==> src/rtl/uart_debug_ctrl.sv <==
// UART debug controller: decodes byte-framed host commands to write program/data
// memory, read data memory, run the CPU for a fixed window and dump acc/pc.
module uart_debug_ctrl #(
  parameter int DATA_BYTES = 2,
  parameter int ADDR_WIDTH = 11,
  parameter int RUN_CYCLES = 256,
  parameter int RD_LATENCY = 1,
  parameter int TIMEOUT    = 100000
) (
  input  logic                    clk,
  input  logic                    reset,
  input  logic [7:0]              rx_data,
  input  logic                    rx_done,
  output logic [7:0]              tx_data,
  output logic                    tx_start,
  input  logic                    tx_done,
  output logic [ADDR_WIDTH-1:0]   mem_addr,
  output logic [8*DATA_BYTES-1:0] mem_wdata,
  input  logic [8*DATA_BYTES-1:0] mem_rdata,
  output logic                    wr_pm,
  output logic                    wr_dm,
  output logic                    rd_dm,
  input  logic [8*DATA_BYTES-1:0] acc,
  input  logic [8*DATA_BYTES-1:0] pc,
  output logic                    cpu_reset,
  output logic                    busy,
  output logic [7:0]              err_count
);

  localparam int DW     = 8 * DATA_BYTES;
  localparam int AB     = (ADDR_WIDTH + 7) / 8;
  localparam int MAXB   = (AB > DATA_BYTES) ? AB : DATA_BYTES;
  localparam int CNT_W  = (MAXB > 1) ? $clog2(MAXB) : 1;
  localparam int TXW    = 2 * DW;
  localparam int TXC_W  = $clog2(2 * DATA_BYTES + 1);
  localparam int TMO_W  = $clog2(TIMEOUT + 1);
  localparam int RUN_W  = $clog2(RUN_CYCLES + 1);
  localparam int WAIT_W = $clog2(RD_LATENCY + 1);

  localparam logic [7:0] OP_RUN   = 8'h01;
  localparam logic [7:0] OP_WR_PM = 8'h02;
  localparam logic [7:0] OP_WR_DM = 8'h03;
  localparam logic [7:0] OP_RD_DM = 8'h04;
  localparam logic [7:0] OP_DUMP  = 8'h05;
  localparam logic [7:0] OP_PING  = 8'h06;
  localparam logic [7:0] BYTE_ACK = 8'h06;
  localparam logic [7:0] BYTE_PONG = 8'hA5;
  localparam logic [7:0] BYTE_NAK = 8'hEE;

  typedef enum logic [2:0] {
    IDLE, RX_ADDR, RX_DATA, WRITE, READ_WAIT, RUN, TX_LOAD, TX_WAIT
  } state_e;

  state_e               state, next_state;
  logic [7:0]           opcode;
  logic [CNT_W-1:0]     byte_cnt;
  logic [TMO_W-1:0]     tmo_cnt;
  logic [RUN_W-1:0]     run_cnt;
  logic [WAIT_W-1:0]    wait_cnt;
  logic [TXW-1:0]       tx_buf;
  logic [TXC_W-1:0]     tx_left;
  logic                 err_inc;
  logic                 last_addr_byte, last_data_byte, tmo_hit, run_done, rd_ready;
  logic [ADDR_WIDTH-1:0] addr_upd;
  logic [DW-1:0]        wdata_upd;

  assign last_addr_byte = (byte_cnt == CNT_W'(AB - 1));
  assign last_data_byte = (byte_cnt == CNT_W'(DATA_BYTES - 1));
  assign tmo_hit        = (tmo_cnt == TMO_W'(TIMEOUT - 1));
  assign run_done       = (run_cnt == RUN_W'(RUN_CYCLES));
  assign rd_ready       = (wait_cnt == WAIT_W'(RD_LATENCY));
  assign tx_data        = tx_buf[7:0];

  // Merge the incoming byte into its little-endian slot; address bits beyond
  // ADDR_WIDTH simply have no destination and are dropped.
  always_comb begin
    addr_upd  = mem_addr;
    wdata_upd = mem_wdata;
    for (int b = 0; b < ADDR_WIDTH; b++)
      if (b / 8 == int'(byte_cnt)) addr_upd[b] = rx_data[3'(b % 8)];
    for (int b = 0; b < DW; b++)
      if (b / 8 == int'(byte_cnt)) wdata_upd[b] = rx_data[3'(b % 8)];
  end

  // NOTE: every output of this block gets a default first, so no path can
  // leave a signal unassigned and infer a latch.
  always_comb begin
    next_state = state;
    err_inc    = 1'b0;
    tx_start   = 1'b0;
    wr_pm      = 1'b0;
    wr_dm      = 1'b0;
    rd_dm      = 1'b0;
    cpu_reset  = 1'b1;
    busy       = (state != IDLE);
    case (state)
      IDLE: begin
        if (rx_done) begin
          case (rx_data)
            OP_RUN:                       next_state = RUN;
            OP_WR_PM, OP_WR_DM, OP_RD_DM: next_state = RX_ADDR;
            OP_DUMP, OP_PING:             next_state = TX_LOAD;
            default: begin
              next_state = TX_LOAD;
              err_inc    = 1'b1;
            end
          endcase
        end
      end
      RX_ADDR: begin
        if (rx_done) begin
          if (last_addr_byte) next_state = (opcode == OP_RD_DM) ? READ_WAIT : RX_DATA;
        end else if (tmo_hit) begin
          next_state = IDLE;
          err_inc    = 1'b1;
        end
      end
      RX_DATA: begin
        if (rx_done) begin
          if (last_data_byte) next_state = WRITE;
        end else if (tmo_hit) begin
          next_state = IDLE;
          err_inc    = 1'b1;
        end
      end
      WRITE: begin
        wr_pm      = (opcode == OP_WR_PM);
        wr_dm      = (opcode == OP_WR_DM);
        next_state = TX_LOAD;
      end
      READ_WAIT: begin
        rd_dm = (wait_cnt == '0);
        if (rd_ready) next_state = TX_LOAD;
      end
      RUN: begin
        cpu_reset = run_done;
        if (run_done) next_state = TX_LOAD;
      end
      TX_LOAD: begin
        tx_start   = 1'b1;
        next_state = TX_WAIT;
      end
      TX_WAIT: begin
        if (tx_done) next_state = (tx_left == TXC_W'(1)) ? IDLE : TX_LOAD;
      end
      default: next_state = IDLE;
    endcase
    // Bytes arriving while a command is executing or replying are dropped.
    if (rx_done && (state inside {WRITE, READ_WAIT, RUN, TX_LOAD, TX_WAIT}))
      err_inc = 1'b1;
  end

  // NOTE: sequential state uses non-blocking assignments so every register
  // samples the pre-edge values regardless of statement order.
  always_ff @(posedge clk) begin
    if (reset) begin
      state     <= IDLE;
      opcode    <= '0;
      byte_cnt  <= '0;
      tmo_cnt   <= '0;
      run_cnt   <= '0;
      wait_cnt  <= '0;
      tx_buf    <= '0;
      tx_left   <= '0;
      mem_addr  <= '0;
      mem_wdata <= '0;
      err_count <= '0;
    end else begin
      state <= next_state;
      if (err_inc && err_count != 8'hFF) err_count <= err_count + 8'd1;
      case (state)
        IDLE: begin
          if (rx_done) begin
            opcode   <= rx_data;
            byte_cnt <= '0;
            tmo_cnt  <= '0;
            run_cnt  <= '0;
            wait_cnt <= '0;
            if (rx_data == OP_DUMP) begin
              tx_buf  <= {pc, acc};
              tx_left <= TXC_W'(2 * DATA_BYTES);
            end else begin
              tx_buf  <= TXW'((rx_data == OP_PING) ? BYTE_PONG : BYTE_NAK);
              tx_left <= TXC_W'(1);
            end
          end
        end
        RX_ADDR: begin
          if (rx_done) begin
            mem_addr <= addr_upd;
            tmo_cnt  <= '0;
            byte_cnt <= last_addr_byte ? '0 : byte_cnt + 1'b1;
          end else begin
            tmo_cnt <= tmo_cnt + 1'b1;
          end
        end
        RX_DATA: begin
          if (rx_done) begin
            mem_wdata <= wdata_upd;
            tmo_cnt   <= '0;
            byte_cnt  <= last_data_byte ? '0 : byte_cnt + 1'b1;
          end else begin
            tmo_cnt <= tmo_cnt + 1'b1;
          end
        end
        WRITE: begin
          tx_buf  <= TXW'(BYTE_ACK);
          tx_left <= TXC_W'(1);
        end
        READ_WAIT: begin
          wait_cnt <= wait_cnt + 1'b1;
          if (rd_ready) begin
            tx_buf  <= TXW'(mem_rdata);
            tx_left <= TXC_W'(DATA_BYTES);
          end
        end
        RUN: begin
          if (run_done) begin
            tx_buf  <= {pc, acc};
            tx_left <= TXC_W'(2 * DATA_BYTES);
          end else begin
            run_cnt <= run_cnt + 1'b1;
          end
        end
        TX_WAIT: begin
          if (tx_done) begin
            tx_buf  <= tx_buf >> 8;
            tx_left <= tx_left - 1'b1;
          end
        end
        default: ;
      endcase
    end
  end

endmodule

==> config.mk <==
export PLATFORM = sky130hd
export DESIGN_NAME = uart_debug_ctrl
export DESIGN_NICKNAME = d
export VERILOG_FILES = /design/src/rtl/uart_debug_ctrl.sv
export SDC_FILE = /design/constraint.sdc
export NUM_CORES = 1
export LEC_CHECK = 0
export BUFFER_PORTS_ARGS = -buffer_cell sky130_fd_sc_hd__buf_4
export CAP_MARGIN = 25
export CORE_MARGIN = 4
export CORE_UTILIZATION = 49
export CTS_CLUSTER_DIAMETER = 30
export DETAILED_ROUTE_END_ITERATION = 10
export PLACE_DENSITY = 0.75
export REMOVE_ABC_BUFFERS = 1
export SYNTH_ARGS = -nofsm -noshare
export SYNTH_HDL_FRONTEND = slang
export SYNTH_SLANG_ARGS = --single-unit
==> constraint.sdc <==
create_clock -name clk -period 2.3 [get_ports clk]
set_clock_uncertainty 0.05 [all_clocks]
set_input_delay 0.23 -clock clk [delete_from_list [all_inputs] [get_ports clk]]
set_output_delay 0.23 -clock clk [all_outputs]
set_load 0.02 [all_outputs]
==> results.txt, run 1 <==
Post-synth EDFFs: 0
kind of cell adding the most delay to the critical path: simple AND/OR/NAND/NOR gates
buffers added on ports: 96
final period utilization: 95.2%
average wire per standard cell: 16.3 um
initial antenna violation count: 0
number of inserted diodes: 0
detailed-route vias per instance: 5.83
cell breakdown of the critical path: buf_4, or4b_1, nor4_2, a31oi_2, a21boi_1, mux2_1
Lkg Pwr: 0.00245 uW
largest net degree at the start of global routing: 74
global-route wire length before repair: 22400 um
worst ir drop on vdd: 0.468 mV
die boundary height: 109 um
fraction of registers with async set/reset: 0%
Worst path max stage delay: 0.53 ns
final wirelength: 13800 um
worst-skew pair later-pin latency: 0.37 ns
setup repair after global routing missed its margin: yes
shortest clock period the worst path allows after layout: 2.19 ns
buffer levels on the longest clock path: 2
number of maximum-capacitance constraint violations: 0
global routing usage summed across all routing layers: 23.1%
Max transition margin: 50.2%
critical path launch point type: flip-flop
final estimated routing congestion in global placement: 0.921
Most used DFF post-synth: sky130_fd_sc_hd__dfxtp_1
#FFs+latches synth: 97
Seq/Total Area, Yosys: 38.5%
count of final max-slew check failures: 0
worst path buffer plus inverter count: 1
Remaining Overflow, GRT: 0
number of placement rows: 36
Die W: 109 um
fin nets: 773
worst min-delay path category: in -> reg
signed area change from the synthesized netlist to the final layout: 23.6%
category of the critical setup timing path: reg -> reg
number of hold violations in the final report: 0
yosys synthesis warning count: 0
core area: 9910 um^2
slew of the pin with the lowest slew margin: 0.747 ns
netlist area before placement: 5050 um^2
Max Fanout on Critical Path: 6
Pwr Total: 6130 uW
Layout fillers: 874
arrival time of the worst setup path: 2.39 ns
clock root cell: sky130_fd_sc_hd__clkbuf_8
via count of the first global-routing pass: 4644
I/O pin count: 109
total clock sinks: 97
distinct cell type count of the synthesized netlist: 70
number of instances in the synthesized netlist: 611
Detailed Place HPWL: 9990 um
Die Outline Area: 12000 um^2
cell at the slowest stage of the critical path: sky130_fd_sc_hd__or4b_1
maximum frequency from static timing analysis: 0.457 GHz
Avg Inst Size Synth: 8.26 um^2
Cell Count Post-Placement: 828
clock-pin slew on the worst setup and hold paths: 0.10 ns
post-route cell area: 6240 um^2
final antenna-violating net count: 0
required time of the critical path: 2.51 ns
initial detailed-routing violation count: 309
detailed-router iteration count before antenna repair: 7
depth of the CTS H-tree: 3
vias after detailed routing: 4923
number of buffers added by the clock tree synthesis step: 9
detailed-route DRC error count: 0
fraction of final layout cells sized beyond drive strength 1: 25.1%
final setup violation count: 0
total power per unit cell area: 982 nW/um^2
highest-count cells in the layout ignoring fill and taps: 132 x sky130_fd_sc_hd__buf_4, 94 x sky130_fd_sc_hd__dfxtp_1, 85 x sky130_fd_sc_hd__nor2_1
status: finished clean
commonest non-fill, non-tap cell in the layout: sky130_fd_sc_hd__buf_4
CTS tree: yes
Layout Cells excl Fill: 845
Initial Utilization: 50.9%
Post-Place Cell Area: 5960 um^2
Worst Setup End Kind: flip-flop
==> report_power, final <==
part	leakage (uW)	total, uW	switching (uW)	internal (uW)
Clock	0.000116	1300	623	678
Combinational	0.00154	2690	1580	1110
Sequential	0.000790	2140	192	1950
==> Yosys cell counts, drive strengths merged, types with 8 or more instances <==
library cell | count | share of area (%)
dfxtp | 97 | 38
nor2 | 85 | 6.3
nand2 | 50 | 3.8
a21oi | 42 | 4.2
clkbuf | 31 | 2.3
buf | 29 | 3.8
nand3 | 29 | 2.9
nor3 | 22 | 2.4
mux2i | 17 | 3.4
o21ai | 17 | 1.8
a211oi | 16 | 2.4
inv | 12 | 0.89
or3 | 12 | 1.5
nand4 | 11 | 1.4
nor2b | 11 | 1.4
a221oi | 10 | 1.7
a222oi | 9 | 1.8
xnor2 | 8 | 1.4
==> final cells by class <==
cell class,instances,area (um^2),area share (%)
clock buffer,11,151,2.43
clock inverter,5,85.1,1.36
inverter,12,45.0,0.722
multi-input combinational,453,2820,45.2
sequential,97,1950,31.2
tap,133,166,2.67
timing repair buffer,134,1020,16.4
==> timing repair <==
item	CTS	global route
gates resized for setup	0	9
endpoints found under the setup margin	0	15
hold buffers	0	0
buffers inserted	0	1
==> state kept, by name, summed over array words and instances, names as in the netlist <==
name       count
tx_buf        32
tmo_cnt       17
run_cnt        9
err_count      8
mem_wdata      8
opcode         8
mem_addr       7
state          3
tx_left        3
byte_cnt       1
rd_ready       1
==> cells by family after synthesis <==
kind of cell	after synthesis	share of synthesized area, %
compound gates	142	20.0
xor+xnor	12	2.08
fa+ha+maj	6	1.49
buf+inv	72	7.04
flops	97	38.5
mux	24	4.93
other cells	1	0.0743
simple gates	257	25.9
==> path summary, 6_finish.rpt <==
path	from	end	slack (ns)	cells after the start
worst min register to register	tx_buf[25]	tx_buf[25]	0.41	2
worst min-delay path	rx_data[5]	opcode[5]	0.07	3
worst max-delay path	tmo_cnt[6]	err_count[2]	0.11	6
worst max register to register	tmo_cnt[6]	err_count[2]	0.11	6
==> routing by layer <==
| layer | wire, um | track usage (%) | part of all wire (%) |
|---|---|---|---|
| met2 | 7170 | 40.6 | 52 |
| met3 | 620 | 3.82 | 4.5 |
| met1 | 5740 | 28.8 | 42 |
| met5 | 0 | 0 | 0 |
| met4 | 238 | 7.30 | 1.7 |
==> through the flow <==
stage                     TNS [ns]  util [%]  hold slack [ns]  setup WS [ns]
after floorplan             -20.02         -            0.249         -0.756
after global placement           0      60.2            0.388          0.146
after detailed placement         0      60.2            0.395         0.0627
after CTS                        0      62.5           0.0529         0.0431
after global routing       -0.0348      63.0           0.0582        -0.0122
final                            0      63.0           0.0657          0.110
==> worst min-delay path, cell delays in order <==
cell and delay [ns]:
sky130_fd_sc_hd__buf_4 0.11, sky130_fd_sc_hd__nand2_1 0.05, sky130_fd_sc_hd__a21oi_1 0.05
Power figures use the tool's default switching activity.
==> inputs of run 2 (changes only) <==
--- a/config.mk
+++ b/config.mk
@@ -10,4 +10,5 @@
 export CORE_MARGIN = 4
 export CORE_UTILIZATION = 49
+export CTS_BUF_LIST = sky130_fd_sc_hd__clkbuf_8 sky130_fd_sc_hd__clkbuf_16
 export CTS_CLUSTER_DIAMETER = 30
 export DETAILED_ROUTE_END_ITERATION = 10
==> constraint.sdc (replaced) <==
create_clock -name clk -period 2.3 [get_ports clk]
set_clock_uncertainty 0.05 [all_clocks]
set_input_delay 0 -clock clk [delete_from_list [all_inputs] [get_ports clk]]
set_output_delay 0 -clock clk [all_outputs]
set_load 0.02 [all_outputs]
==> results.txt, run 2 (same netlist as run 1, synthesis figures left out) <==
final antenna-violating net count: 0
I/O pin count: 109
launch point of the worst reg-to-reg path: tmo_cnt[1]
slew of the pin with the lowest slew margin: 0.905 ns
length in cells of the worst reg-to-reg path: 6
reg2reg setup slack: 0.08 ns
part of the power in combinational logic: 45.0%
launch point of the worst hold path: acc[14]
number of hold violations in the final report: 0
cell-internal power: 3820 uW
initial antenna violation count: 0
Net Switching: 2390 uW
clock-pin slew on the worst setup and hold paths: 0.09 ns
cell breakdown of the critical path: ha_2, nand4_1, nor4_4, nand2_2, a2111oi_4, mux2_1
final estimated routing congestion in global placement: 0.897
kind of cell adding the most delay to the critical path: simple AND/OR/NAND/NOR gates
initial detailed-routing violation count: 400
largest reg by FF count: tx_buf
Detailed Place HPWL: 9780 um
global-route wire length before repair: 23300 um
global routing usage summed across all routing layers: 24.2%
detailed-router iteration count before antenna repair: 7
worst ir drop on vdd: 0.555 mV
count of final max-slew check failures: 0
Die W: 109 um
leading registers by flop count: tx_buf x32, tmo_cnt x17, run_cnt x9
total power per unit cell area: 934 nW/um^2
category of the critical setup timing path: reg -> reg
signed area change from the synthesized netlist to the final layout: 31.6%
number of buffers added by the clock tree synthesis step: 9
Lkg Pwr: 0.00262 uW
fraction of final layout cells sized beyond drive strength 1: 23.7%
number of placement rows: 36
post-route cell area: 6640 um^2
detailed-route DRC error count: 0
Largest register FFs: 32
final period utilization: 96.6%
clock group share of total power: 20.2%
worst path buffer plus inverter count: 0
core area: 9910 um^2
arrival time of the worst setup path: 2.42 ns
die boundary height: 109 um
Remaining Overflow, GRT: 0
status: finished clean
buffers added on ports: 96
final setup violation count: 0
buffer levels on the longest clock path: 2
maximum frequency from static timing analysis: 0.450 GHz
Die Outline Area: 12000 um^2
Max Fanout on Critical Path: 4
fraction of power spent switching nets: 38.5%
depth of the CTS H-tree: 3
commonest non-fill, non-tap cell in the layout: sky130_fd_sc_hd__buf_4
Endpoint, Worst Hold: tx_buf[14]
number of maximum-capacitance constraint violations: 0
vias after detailed routing: 5119
Max transition margin: 39.6%
highest-count cells in the layout ignoring fill and taps: 131 x sky130_fd_sc_hd__buf_4, 94 x sky130_fd_sc_hd__dfxtp_1, 85 x sky130_fd_sc_hd__nor2_1
clock root cell: sky130_fd_sc_hd__clkbuf_8
average wire per standard cell: 16.3 um
largest net degree at the start of global routing: 90
worst hold stages: 3
shortest clock period the worst path allows after layout: 2.22 ns
total clock sinks: 97
CTS tree: yes
Worst Setup End Kind: flip-flop
Initial Utilization: 50.9%
worst reg2reg endpoint: err_count[5]
worst min-delay path category: in -> reg
final wirelength: 14400 um
critical path launch point type: flip-flop
cell at the slowest stage of the critical path: sky130_fd_sc_hd__dfxtp_1
Worst path max stage delay: 0.39 ns
Post-Place Cell Area: 5970 um^2
Setup WS post-layout: 0.0789 ns
Post-Place Worst Slack: 0.0869 ns
fin nets: 812
number of inserted diodes: 0
via count of the first global-routing pass: 4892
Layout fillers: 796
worst-skew pair later-pin latency: 0.35 ns
sequential fraction of design power: 34.8%
required time of the critical path: 2.50 ns
detailed-route vias per instance: 5.80
==> run 2: worst max path at each step <==
stage | cells past startpoint | from | to
floorplan | 5 | state[1] | tx_buf[2]
global placement | 5 | tmo_cnt[12] | err_count[5]
detailed placement | 5 | tmo_cnt[12] | err_count[5]
CTS | 8 | rx_data[6] | tx_buf[15]
global route | 6 | tmo_cnt[1] | err_count[5]
finish | 6 | tmo_cnt[1] | err_count[5]
==> run 2: worst min-delay path, stage by stage <==
cell	delay (ns)
sky130_fd_sc_hd__buf_4	0.08
sky130_fd_sc_hd__a222oi_1	0.07
sky130_fd_sc_hd__a211oi_1	0.21
==> run 2: timing repair <==
action,in CTS,in global routing
resized for setup,0,9
setup buffers,0,1
hold buffers,39,0
hold endpoints to repair,52,0
setup endpoints to repair,0,13
==> run 2: power groups by stage <==
| stage | sequential [uW] | combinational (uW) | clock [uW] |
|---|---|---|---|
| finish | 2160 | 2790 | 1250 |
| global route | 2190 | 3070 | 1330 |
| detailed placement | 2180 | 2670 | 0 |
| floorplan | 2300 | 1440 | 0 |
| CTS | 2140 | 2740 | 1270 |
| global placement | 2170 | 2620 | 0 |
==> run 2: layout make-up <==
cell class | instances | area (um^2) | area share (%)
multi-input cells | 453 | 2830 | 42.6
flip-flops and latches | 97 | 1950 | 29.3
repair buffers | 173 | 1430 | 21.5
well taps | 133 | 166 | 2.51
clock buffers | 12 | 165 | 2.49
clock inverters | 3 | 63.8 | 0.961
inverters | 12 | 45.0 | 0.678
==> run 2: stage by stage <==
stage | cells | power (uW) | hold WS (ns) | TNS (ns) | utilization [%]
3_3_place_gp | 827 | 4790 | 0.218 | 0 | 60.2
4_1_cts | 881 | 6150 | 0.000598 | 0 | 66.5
5_1_grt | 883 | 6590 | 0.0237 | -0.000702 | 67.0
3_5_place_dp | 827 | 4850 | 0.218 | 0 | 60.2
2_1_floorplan | 562 | 3740 | 0.0191 | -20.02 | -
6_report | 883 | 6210 | 0.00283 | 0 | 67.0
==> run 2: layer usage <==
layer,routed length (um),global-route usage [%],part of all wire (%)
met5,0,0,0
met2,7330,42.2,51
met3,822,4.17,5.7
met4,432,9.71,3.0
met1,5800,29.6,40
==> inputs of run 3 (changes only) <==
- ABC_AREA: unset -> 1
- CORE_UTILIZATION: 49 -> 50
- PLACE_DENSITY: 0.75 -> 0.76
==> results.txt, run 3 <==
via count of the first global-routing pass: 5342
global routing met3 resource utilization: 4.70%
category of the critical setup timing path: reg -> reg
slew of the pin with the lowest slew margin: 0.541 ns
Net Switching: 2760 uW
largest net degree at the start of global routing: 33
initial antenna violation count: 0
maximum frequency from static timing analysis: 0.459 GHz
failing checks: hold timing
fraction of registers with async set/reset: 0%
cell accounting for the most synthesized area: sky130_fd_sc_hd__dfxtp_1
total clock sinks: 97
critical path launch point type: flip-flop
clock-pin slew on the worst setup and hold paths: 0.11 ns
setup_tns: 0 ns
sequential fraction of design power: 35.9%
final period utilization: 94.8%
Seq/Total Area, Yosys: 37.8%
leading registers by flop count: tx_buf x32, tmo_cnt x17, run_cnt x9
clock root cell: sky130_fd_sc_hd__clkbuf_8
number of hold violations in the final report: 1
shortest clock period the worst path allows after layout: 2.18 ns
depth of the CTS H-tree: 3
Worst Setup End Kind: flip-flop
clock group share of total power: 16.9%
fin nets: 999
top cell type's share of synthesized area: 37.8%
initial detailed-routing violation count: 418
Post-Place Cell Area: 5880 um^2
buffers added on ports: 96
die boundary height: 109 um
required time of the critical path: 2.53 ns
worst-skew pair later-pin latency: 0.37 ns
worst min-delay path category: in -> reg
Initial Utilization: 51.9%
fraction of met1 tracks used by global routing: 31.3%
Post-Place Worst Slack: 0.284 ns
post-route cell area: 6650 um^2
leading post-synthesis cells by instance count: 217 x sky130_fd_sc_hd__nand2_1, 97 x sky130_fd_sc_hd__dfxtp_1, 96 x sky130_fd_sc_hd__nor2_1, 79 x sky130_fd_sc_hd__a21oi_1, 72 x sky130_fd_sc_hd__inv_1
detailed-route DRC error count: 0
Largest register FFs: 32
buffer levels on the longest clock path: 2
Layout fillers: 878
I/O pin count: 109
part of the power in combinational logic: 47.2%
detailed-route vias per instance: 5.17
core area: 9910 um^2
largest reg by FF count: tx_buf
arrival time of the worst setup path: 2.41 ns
leading cell types by total area after synthesis: sky130_fd_sc_hd__dfxtp_1 38%, sky130_fd_sc_hd__nand2_1 16%, sky130_fd_sc_hd__a21oi_1 7.7%
status: complete, but fails checks
vias after detailed routing: 5540
final estimated routing congestion in global placement: 0.868
commonest non-fill, non-tap cell in the layout: sky130_fd_sc_hd__nand2_1
average wire per standard cell: 13.5 um
CTS tree: yes
#FFs+latches synth: 97
detailed-router iteration count before antenna repair: 5
most utilized layer in the global route result: met2
signed area change from the synthesized netlist to the final layout: 29.3%
Most used DFF post-synth: sky130_fd_sc_hd__dfxtp_1
Hold Worst Slack: -0.00217 ns
routing usage on met2: 42.9%
number of maximum-capacitance constraint violations: 0
number of buffers added by the clock tree synthesis step: 9
Lkg Pwr: 0.00290 uW
total power per unit cell area: 945 nW/um^2
netlist area before placement: 5140 um^2
global-route wire length before repair: 24300 um
Pwr Total: 6290 uW
fraction of final layout cells sized beyond drive strength 1: 15.9%
cell-internal power: 3530 uW
final wirelength: 14500 um
Setup WS post-layout: 0.120 ns
final setup violation count: 0
Die Outline Area: 12000 um^2
Max transition margin: 63.9%
yosys synthesis warning count: 0
Post-synth EDFFs: 0
global routing usage summed across all routing layers: 25.0%
worst ir drop on vdd: 0.748 mV
number of setup buffers added after CTS: 0
Max Fanout on Critical Path: 20
fraction of power spent switching nets: 43.9%
most used standard cell by instance count after synthesis: sky130_fd_sc_hd__nand2_1
number of instances in the synthesized netlist: 794
setup repair after global routing missed its margin: no
Die W: 109 um
distinct cell type count of the synthesized netlist: 34
final antenna-violating net count: 0
number of inserted diodes: 0
number of placement rows: 36
Detailed Place HPWL: 9790 um
Remaining Overflow, GRT: 0
highest-count cells in the layout ignoring fill and taps: 214 x sky130_fd_sc_hd__nand2_1, 107 x sky130_fd_sc_hd__buf_4, 95 x sky130_fd_sc_hd__nor2_1, 95 x sky130_fd_sc_hd__dfxtp_1, 79 x sky130_fd_sc_hd__a21oi_1
utilization after layout: 67.1%
Avg Inst Size Synth: 6.48 um^2
count of final max-slew check failures: 0
[run 3: cell count changes after synthesis, moves of 17 or more]
cell,change
sky130_fd_sc_hd__nand2_1,+168
sky130_fd_sc_hd__inv_1,+61
sky130_fd_sc_hd__o21ai_0,+48
sky130_fd_sc_hd__clkbuf_1,-22
sky130_fd_sc_hd__a21oi_1,+38
sky130_fd_sc_hd__nand4_1,+19
sky130_fd_sc_hd__mux2i_1,-17
[run 3: per-stage QoR]
stage | hold WS [ns] | instances
2_1_floorplan | 0.0191 | 758
3_3_place_gp | 0.192 | 999
3_5_place_dp | 0.199 | 999
4_1_cts | 0.00204 | 1071
5_1_grt | 0.0715 | 1071
6_report | -0.00217 | 1071
[run 3: final cells by class]
class                      instances  area (um^2)  area share, %
multi-input combinational        582         2680           40.3
sequential                        97         1940           29.2
timing repair buffer             164         1380           20.7
inverter                          79          304           4.57
tap                              133          166           2.50
clock buffer                      10          138           2.07
clock inverter                     6         43.8          0.659
[run 3: worst max-delay path, cell delays in order (launching register included)]
cell	delay, ns
sky130_fd_sc_hd__dfxtp_2	0.43
sky130_fd_sc_hd__inv_1	0.09
sky130_fd_sc_hd__nand3_1	0.14
sky130_fd_sc_hd__inv_1	0.09
sky130_fd_sc_hd__buf_4	0.22
sky130_fd_sc_hd__nand2_1	0.08
sky130_fd_sc_hd__nand2_1	0.05
sky130_fd_sc_hd__a211oi_1	0.16
sky130_fd_sc_hd__dlygate4sd3_1	0.58
sky130_fd_sc_hd__nand3_1	0.06
sky130_fd_sc_hd__nor2_1	0.09
sky130_fd_sc_hd__nor2_1	0.05
[run 3: worst paths after layout]
path	start	slack, ns	cells after the start	end
worst max-delay path	state[1]	0.12	11	tx_buf[1]
worst min-delay path	acc[2]	-0.002	5	tx_buf[2]
worst max register to register	state[1]	0.12	11	tx_buf[1]
worst min register to register	mem_addr[9]	0.41	2	mem_addr[9]
[run 3: logic make-up (layout without fill, tap and decap cells)]
family,count (synthesis),count (layout),synth area share [%]
flops,97,97,37.8
xor+xnor,9,9,1.53
compound gates,152,152,15.1
simple gates,403,403,32.9
buf+inv,126,259,11.2
other cells,1,12,0.0729
fa+ha+maj,6,6,1.46
[run 3: power by group through the flow]
stage               sequential, uW  combinational, uW  clock, uW
global placement              2270               2640          0
CTS                           2250               2920       1060
detailed placement            2280               2700          0
finish                        2260               2970       1060
global route                  2300               3320       1150
floorplan                     2350               1670          0
[run 3: metal layers]
metal,part of all wire [%],up-vias,routed length (um)
li1,-,2816,-
met1,42,2493,6090
met2,49,204,7040
met3,7.3,27,1050
met4,2.0,0,291
met5,0,-,0
[run 3: repair_timing]
item	CTS	global route
hold endpoints to repair	55	0
gates resized for setup	0	10
hold buffers	56	0
endpoints found under the setup margin	0	13
